$ cat config.mk
export PLATFORM = sky130hd
export DESIGN_NAME = sd_block_arbiter
export DESIGN_NICKNAME = d
export VERILOG_FILES = /design/src/rtl/sd_arb_pkg.sv /design/src/rtl/sd_arb_rr.sv /design/src/rtl/sd_block_arbiter.sv
export SDC_FILE = /design/constraint.sdc
export NUM_CORES = 1
export LEC_CHECK = 0
export BUFFER_PORTS_ARGS = -buffer_cell sky130_fd_sc_hd__buf_4
export CORE_MARGIN = 3
export CORE_UTILIZATION = 56
export CTS_BUF_LIST = sky130_fd_sc_hd__clkbuf_8
export CTS_CLUSTER_DIAMETER = 80
export DETAILED_ROUTE_END_ITERATION = 10
export MAX_ROUTING_LAYER = met4
export PLACE_DENSITY = 0.91
export SYNTH_ARGS = -nofsm -noshare
export SYNTH_HDL_FRONTEND = slang
export SYNTH_SLANG_ARGS = --single-unit
$ cat constraint.sdc
create_clock -name clk_sys -period 6.21 [get_ports clk_sys]
set_input_delay 1.242 -clock clk_sys [delete_from_list [all_inputs] [get_ports clk_sys]]
set_output_delay 1.242 -clock clk_sys [all_outputs]
set_load 0.1 [all_outputs]
$ cat src/rtl/sd_arb_pkg.sv
// Shared types and helpers for the block-device request arbiter.
package sd_arb_pkg;

   // Upper bound on channels the round-robin helper can scan.
   localparam int MAX_CH   = 16;
   localparam int MAX_CH_W = 4;

   // Debug encoding of the FSM is this enum's value (IDLE=0 .. FIN=3).
   typedef enum logic [1:0] {
      IDLE  = 2'd0,
      ISSUE = 2'd1,
      XFER  = 2'd2,
      FIN   = 2'd3
   } state_e;

   typedef enum logic {
      OP_RD = 1'b0,
      OP_WR = 1'b1
   } op_e;

   // First set bit of pending[0..n-1], scanning from ptr upward with wrap.
   // Returns 0 when nothing is pending; callers qualify with |pending.
   function automatic int rr_pick(input logic [MAX_CH-1:0] pending,
                                  input int ptr, input int n);
      int   idx;
      int   pick;
      logic hit;
      pick = 0;
      hit  = 1'b0;
      for (int k = 0; k < MAX_CH; k++) begin
         if (k < n) begin
            idx = ptr + k;
            if (idx >= n) idx = idx - n;
            if (!hit && pending[idx[MAX_CH_W-1:0]]) begin
               hit  = 1'b1;
               pick = idx;
            end
         end
      end
      return pick;
   endfunction

endpackage

$ cat src/rtl/sd_arb_rr.sv
// Combinational round-robin picker over the per-channel pending vector.
module sd_arb_rr
   import sd_arb_pkg::*;
#(
   parameter int NUM_CH = 3,
   parameter int CH_W   = (NUM_CH > 1) ? $clog2(NUM_CH) : 1
) (
   input  logic [NUM_CH-1:0] pend_i,
   input  logic [CH_W-1:0]   ptr_i,
   output logic              found_o,
   output logic [CH_W-1:0]   idx_o
);

   logic [MAX_CH-1:0] pend_ext;

   // Widen to the helper's fixed scan width and pick from the pointer.
   always_comb begin
      pend_ext               = '0;
      pend_ext[NUM_CH-1:0]   = pend_i;
      found_o                = |pend_i;
      idx_o                  = CH_W'(rr_pick(pend_ext, int'(ptr_i), NUM_CH));
   end

endmodule

$ cat src/rtl/sd_block_arbiter.sv
// Multi-channel block-device arbiter in front of the hps_io sd_rd/sd_wr/sd_ack
// handshake. Handshake: a strobe (sd_rd/sd_wr) is held on the granted channel
// until sd_ack rises; sd_ack then stays high for the whole buffer transfer and
// the op completes once it falls. Only one strobe bit is ever high.
module sd_block_arbiter
   import sd_arb_pkg::*;
#(
   parameter int               NUM_CH     = 3,
   parameter int               LBA_W      = 32,
   parameter int               TMO_W      = 24,
   parameter logic [TMO_W-1:0] TMO_CYCLES = 24'hFFFFFF,
   parameter int               CH_W       = (NUM_CH > 1) ? $clog2(NUM_CH) : 1
) (
   input  logic                    clk_sys,
   input  logic                    reset_n,
   input  logic                    abort,
   input  logic [NUM_CH-1:0]       req_rd,
   input  logic [NUM_CH-1:0]       req_wr,
   input  logic [NUM_CH*LBA_W-1:0] req_lba,
   input  logic [NUM_CH-1:0]       mounted,
   output logic [NUM_CH*LBA_W-1:0] sd_lba,
   output logic [NUM_CH-1:0]       sd_rd,
   output logic [NUM_CH-1:0]       sd_wr,
   input  logic [NUM_CH-1:0]       sd_ack,
   output logic [NUM_CH-1:0]       busy,
   output logic [NUM_CH-1:0]       done,
   output logic [NUM_CH-1:0]       err,
   output logic                    cpu_wait,
   output logic [CH_W-1:0]         active_ch,
   output logic [1:0]              dbg_state
);

   state_e                  state_q, state_d;
   op_e                     op_q, op_d;
   logic [CH_W-1:0]         ch_q, ch_d;
   logic [CH_W-1:0]         rr_q, rr_d;
   logic [NUM_CH-1:0]       pend_rd_q, pend_rd_d;
   logic [NUM_CH-1:0]       pend_wr_q, pend_wr_d;
   logic [TMO_W-1:0]        tmo_q, tmo_d;
   logic                    issued_q, issued_d;
   logic                    err_flag_q, err_flag_d;
   logic                    cpu_wait_q, cpu_wait_d;
   logic [NUM_CH*LBA_W-1:0] lba_q, lba_d;
   logic [NUM_CH-1:0]       ack_q;

   logic                    pick_found;
   logic [CH_W-1:0]         pick_idx;
   logic [NUM_CH-1:0]       ch_vec;
   logic [NUM_CH-1:0]       clr_rd, clr_wr;
   logic                    ack_rise, ack_fall;

   sd_arb_rr #(.NUM_CH(NUM_CH), .CH_W(CH_W)) u_rr (
      .pend_i  (pend_rd_q | pend_wr_q),
      .ptr_i   (rr_q),
      .found_o (pick_found),
      .idx_o   (pick_idx)
   );

   // Edge detect on the granted channel's ack; other channels are ignored.
   always_comb begin
      ack_rise       = sd_ack[ch_q] & ~ack_q[ch_q];
      ack_fall       = ~sd_ack[ch_q] & ack_q[ch_q];
      ch_vec         = '0;
      ch_vec[ch_q]   = 1'b1;
   end

   // Next-state logic: grant, issue/timeout, transfer, finish; abort overrides.
   always_comb begin
      state_d    = state_q;
      op_d       = op_q;
      ch_d       = ch_q;
      rr_d       = rr_q;
      tmo_d      = tmo_q;
      issued_d   = issued_q;
      err_flag_d = err_flag_q;
      lba_d      = lba_q;
      clr_rd     = '0;
      clr_wr     = '0;
      case (state_q)
         IDLE: begin
            if (pick_found) begin
               ch_d       = pick_idx;
               op_d       = pend_rd_q[pick_idx] ? OP_RD : OP_WR;
               lba_d[int'(pick_idx)*LBA_W +: LBA_W] = req_lba[int'(pick_idx)*LBA_W +: LBA_W];
               tmo_d      = TMO_CYCLES - TMO_W'(1);
               issued_d   = 1'b0;
               err_flag_d = 1'b0;
               state_d    = ISSUE;
            end
         end
         ISSUE: begin
            // Mount state only matters on the first ISSUE cycle; once the
            // strobe is up it stays up until ack or timeout.
            if (!issued_q && !mounted[ch_q]) begin
               err_flag_d = 1'b1;
               state_d    = FIN;
            end else if (ack_rise) begin
               issued_d   = 1'b0;
               state_d    = XFER;
            end else if (tmo_q == '0) begin
               issued_d   = 1'b0;
               err_flag_d = 1'b1;
               state_d    = FIN;
            end else begin
               issued_d   = 1'b1;
               tmo_d      = tmo_q - TMO_W'(1);
            end
            if (state_d != ISSUE) begin
               clr_rd = (op_q == OP_RD) ? ch_vec : '0;
               clr_wr = (op_q == OP_WR) ? ch_vec : '0;
            end
         end
         XFER: begin
            if (ack_fall) state_d = FIN;
         end
         FIN: begin
            rr_d    = (ch_q == CH_W'(NUM_CH - 1)) ? '0 : ch_q + CH_W'(1);
            state_d = IDLE;
         end
         default: state_d = IDLE;
      endcase

      // New pulses always land, even on the cycle their bit is cleared.
      pend_rd_d = (pend_rd_q & ~clr_rd) | req_rd;
      pend_wr_d = (pend_wr_q & ~clr_wr) | req_wr;

      if (abort) begin
         state_d    = IDLE;
         op_d       = OP_RD;
         ch_d       = '0;
         rr_d       = '0;
         tmo_d      = '0;
         issued_d   = 1'b0;
         err_flag_d = 1'b0;
         pend_rd_d  = '0;
         pend_wr_d  = '0;
         lba_d      = lba_q;
      end

      cpu_wait_d = (|(pend_rd_d | pend_wr_d)) || (state_d != IDLE);
   end

   // State and datapath registers.
   always_ff @(posedge clk_sys or negedge reset_n) begin
      if (!reset_n) begin
         state_q    <= IDLE;
         op_q       <= OP_RD;
         ch_q       <= '0;
         rr_q       <= '0;
         pend_rd_q  <= '0;
         pend_wr_q  <= '0;
         tmo_q      <= '0;
         issued_q   <= 1'b0;
         err_flag_q <= 1'b0;
         cpu_wait_q <= 1'b0;
         lba_q      <= '0;
         ack_q      <= '0;
      end else begin
         state_q    <= state_d;
         op_q       <= op_d;
         ch_q       <= ch_d;
         rr_q       <= rr_d;
         pend_rd_q  <= pend_rd_d;
         pend_wr_q  <= pend_wr_d;
         tmo_q      <= tmo_d;
         issued_q   <= issued_d;
         err_flag_q <= err_flag_d;
         cpu_wait_q <= cpu_wait_d;
         lba_q      <= lba_d;
         ack_q      <= sd_ack;
      end
   end

   // Output decode from registered state.
   always_comb begin
      sd_rd = '0;
      sd_wr = '0;
      done  = '0;
      err   = '0;
      busy  = pend_rd_q | pend_wr_q;
      if (state_q != IDLE) busy[ch_q] = 1'b1;
      if (state_q == ISSUE && (issued_q || mounted[ch_q])) begin
         if (op_q == OP_RD) sd_rd[ch_q] = 1'b1;
         else               sd_wr[ch_q] = 1'b1;
      end
      if (state_q == FIN) begin
         done[ch_q] = 1'b1;
         err[ch_q]  = err_flag_q;
      end
   end

   assign sd_lba    = lba_q;
   assign cpu_wait  = cpu_wait_q;
   assign active_ch = ch_q;
   assign dbg_state = state_q;

endmodule

==> run summary <==
Type of the worst min-delay path: flip-flop to flip-flop. The post-synthesis adder-cell area fraction is 1.56%, and the all-layer global routing usage is 30.4%. Entering global routing, the biggest net connects 74 pins. The synthesized netlist occupies a cell area of 0.00640 mm2. The run gives 0 as the number of hold-repair buffers added at the cts stage. The number of synthesized flops with an enable pin is 0, and the vias per cell is 6.12. The number of maximum-capacitance violations was 0; the leakage power was 4.16 nW. The transition time at the pin with the least slew margin was 1240 ps; the number of inserted filler cells in the final layout was 682. For this configuration, the core starts out at a cell density of 58.3%.

The most used flip-flop cell after synthesis is sky130_fd_sc_hd__dfrtp_1. At the end of the flow the core is filled with cells to 78.1%. The count of instances resized after the clock tree is built was 0; the simple-gate area share of the yosys netlist was 13.7%. Setup repair after global routing left no endpoint under its margin. The most common cell type on the critical path was sky130_fd_sc_hd__ha_1.

The worst path required time was 6570 ps; the number of H-tree levels was 4. The number of different library cells used by synthesis comes to 51. Sequential cells burn 32.7% of the power. IR analysis of the VDD net gives a maximum drop of 0.524 mV. The compound-cell area share of the yosys netlist is 21.2%, and the final net count is 969.

The signal on the critical path passes through inv_1 -> ha_1 -> nor3_1 -> a2111oi_2 -> a21oi_1 -> o2bb2ai_4 -> buf_4 -> ha_1 -> nand2_1 -> or4b_4 -> o21ai_0. Cell family contributing the most delay on the critical path: simple AND/OR/NAND/NOR gates. The area growth from synthesis to layout is 34.0%. Internal power consumption: 1.91 mW. The count of standard-cell rows is 38. For this design the ratio of total power to cell area is 454 mW/mm2.

The floorplan die width was 113 um; the switching share of power was 50.9%. The worst path uses 70.3% of the clock period. By startpoint and endpoint, the worst setup path is classified as flip-flop to flip-flop. Excluding fillers, the count of instances in the completed layout stands at 1002.

The share of flip-flops with an asynchronous set or reset is 100%, and the routed wirelength normalized by instance count is 19.3 um. Routing usage on met1: 36.9%. The number of buffers on the longest clock path came out at 2. The largest single stage delay on the critical path is 970 ps. Together, buffers and inverters on the worst path number 2. Routability-driven placement finished with a final weighted congestion of 0.932.

After synthesis, flip-flops and latches occupy 54.3% of the total area. The power spent charging and discharging nets is 1.98 mW. TritonCTS built the clock tree. For the share of total power in combinational logic, the log shows 48.5%. After legalization and detailed placement, the total HPWL measured 13500 um. The final hold violation count is 0, and the number of setup buffers added after CTS is 0. The worst setup path is captured at a flip-flop. The iteration count of the initial detailed-routing pass is 5.

Leaving out fill and tap cells, the most frequent cells in the layout are 230 x sky130_fd_sc_hd__buf_4, 139 x sky130_fd_sc_hd__dfrtp_1, 87 x sky130_fd_sc_hd__nand2_1, 63 x sky130_fd_sc_hd__nor2_1, 48 x sky130_fd_sc_hd__o21ai_0. For this run, the number of Yosys warnings is 0. Shortest period the worst path allows: 4360 ps. The die covers 0.0127 mm2. The share of synthesized area spent on multiplexers works out to 5.83%. Master cell of the clock root buffer: sky130_fd_sc_hd__clkbuf_8.

The most common library cell in the layout ignoring fill and taps was sky130_fd_sc_hd__buf_4. The DRC violation count after routing was 0. The fraction of synthesized cell area in xor and xnor cells is 0%. The global-route wire length before repair is 30300 um, and the highest fanout seen on the critical path is 36.

The number of global-route vias before repair is 6024, and the count of buffers from port buffering is 226. The cell at the slowest stage of the critical path is sky130_fd_sc_hd__or4b_4. The run gives 0 as the initial antenna violation count. 227 I/O pins were placed. The share of total power dissipated in the clock network is 18.7%.

Counting tap cells, the placed design contains a total of 970 instances. The tools report the total clock sinks as 139. Final global-route overflow total: 0. The die is 113 um tall.

The number of nets still failing antenna checks after routing was 0; the routed wire length was 19300 um. In this run, the number of DRC markers left after iteration 0 of detailed routing was 721. The run finished with clean final reports. Synthesis produced a netlist with a net count of 757. The core region is 0.0110 mm2. Overall power consumption after layout is estimated at 3.89 mW. For this run, the top clock speed supported by timing is 229 MHz.

The worst setup path is launched from a flip-flop. The worst-case headroom to the max-slew limit came out at 17.0%. The tools report the cell count after synthesis as 638. For the met3 track demand over resource in global routing, the log shows 6.10%.

The met2 usage was 50.2%. The clock-pin slew of the registers on the worst-case setup and hold paths is 80 ps, and the register bit total from synthesis is 139. A synthesized cell averages 10.0 um2. The count of endpoints failing setup in the final report came out at 0.

Most heavily used metal layer in global routing: met2. For the worst-skew pair, the clock arrives at the later sink with an insertion delay of 450 ps. Summed over all failing endpoints, the final setup total negative slack is 0 ps. The arrival time at the worst endpoint is 4730 ps. The tools report the count of pins over their slew limit as 0. Buffers inserted during clock tree synthesis total 17. By area, the combinational part of the netlist is dominated by compound AO/OA/AOI/OAI gates.

Layout cell share with drive strength beyond 1: 31.4%. For the final database, setup skew stands at 10.8 ps. The repair_antennas step left the layout with diodes totalling 0.

The tightest hold path in the finished design has a slack of 489 ps. Across all layers, the routed design uses 6130 vias.
power groups by stage:
stage / sequential, mW / combinational, mW / clock, mW
6_report: 1.27 / 1.89 / 0.729
4_1_cts: 1.27 / 1.88 / 0.734
2_1_floorplan: 2.17 / 0.504 / 0
5_1_grt: 1.30 / 1.98 / 0.772
3_5_place_dp: 1.28 / 1.87 / 0
3_3_place_gp: 1.27 / 1.83 / 0
worst register-to-register path, delay by kind of cell (launching register included):
family                     cells  cell delay [ps]
AOI/OAI and AO/OA              4              730
adders and majority gates      2              680
buffers and inverters          2              590
DFF                            1              400
and+or+nand+nor                3             1870
final cells by class:
class                           count  area, um2  share of cell area (%)
Timing Repair Buffer              231       1750                    20.5
Multi-Input combinational cell    450       2730                    31.9
Sequential cell                   139       3480                    40.6
Clock buffer                       20        275                    3.21
Clock inverter                     11        120                    1.40
Tap cell                          140        175                    2.04
Inverter                           11       41.3                   0.481
per-layer routing:
layer | routed length (um) | part of all wire, % | up-vias
li1 | - | - | 2726
met1 | 7520 | 39 | 3025
met2 | 9840 | 51 | 331
met3 | 1470 | 7.6 | 48
met4 | 518 | 2.7 | 0
met5 | 0 | 0 | -
state kept, by name, summed over array words and instances, names as in the netlist:
signal	count
pend_rd_q	3
active_ch	2
err_flag_q	1
ack_q	3
rr_q	2
sd_lba	96
dbg_state	2
issued_q	1
tmo_q	24
op_q	1
pend_wr_q	3
cpu_wait	1
final timing paths:
kind	slack, ps	to	depth (start not counted)	start
setup / recovery	1850	sd_lba[65]	11	rr_q[0]
hold / removal	490	sd_lba[2]	2	sd_lba[2]
setup reg to reg	1850	sd_lba[65]	11	rr_q[0]
hold reg to reg	490	sd_lba[2]	2	sd_lba[2]
max in group asynchronous	3880	sd_lba[67]	2	reset_n
min in group asynchronous	930	sd_lba[11]	1	reset_n
through the flow:
stage / setup WS (ps) / instance area [um2]
after floorplan: 1290 / 6400
after global placement: 2190 / 8150
after detailed placement: 1930 / 8150
after CTS: 1880 / 8550
after global routing: 1550 / 8580
final: 1850 / 8580
cells by family (layout without fill, tap and decap cells):
kind of cell | after synthesis | count (layout)
AOI/OAI and AO/OA | 206 | 206
adders and majority gates | 8 | 8
buffers and inverters | 49 | 273
DFF | 139 | 139
muxes | 37 | 37
and+or+nand+nor | 199 | 199
synth_stat cells, types with 4 or more instances:
master | number | area [um2]
sky130_fd_sc_hd__a21oi_1 | 28 | 140
sky130_fd_sc_hd__a22o_1 | 32 | 280
sky130_fd_sc_hd__a31oi_1 | 17 | 106
sky130_fd_sc_hd__a41oi_1 | 4 | 35.0
sky130_fd_sc_hd__and2_1 | 5 | 31.3
sky130_fd_sc_hd__buf_2 | 8 | 40.0
sky130_fd_sc_hd__clkbuf_1 | 24 | 90.1
sky130_fd_sc_hd__dfrtp_1 | 139 | 3480
sky130_fd_sc_hd__ha_1 | 8 | 100
sky130_fd_sc_hd__inv_1 | 11 | 41.3
sky130_fd_sc_hd__mux2i_1 | 35 | 350
sky130_fd_sc_hd__nand2_1 | 87 | 327
sky130_fd_sc_hd__nand3_1 | 6 | 30.0
sky130_fd_sc_hd__nor2_1 | 63 | 236
sky130_fd_sc_hd__nor3_1 | 13 | 65.1
sky130_fd_sc_hd__o21a_1 | 4 | 30.0
sky130_fd_sc_hd__o21ai_0 | 48 | 240
sky130_fd_sc_hd__o21ai_1 | 31 | 155
sky130_fd_sc_hd__o22a_1 | 15 | 131
sky130_fd_sc_hd__or3_1 | 4 | 25.0
Note: power is estimated with default switching activity, not from simulation.
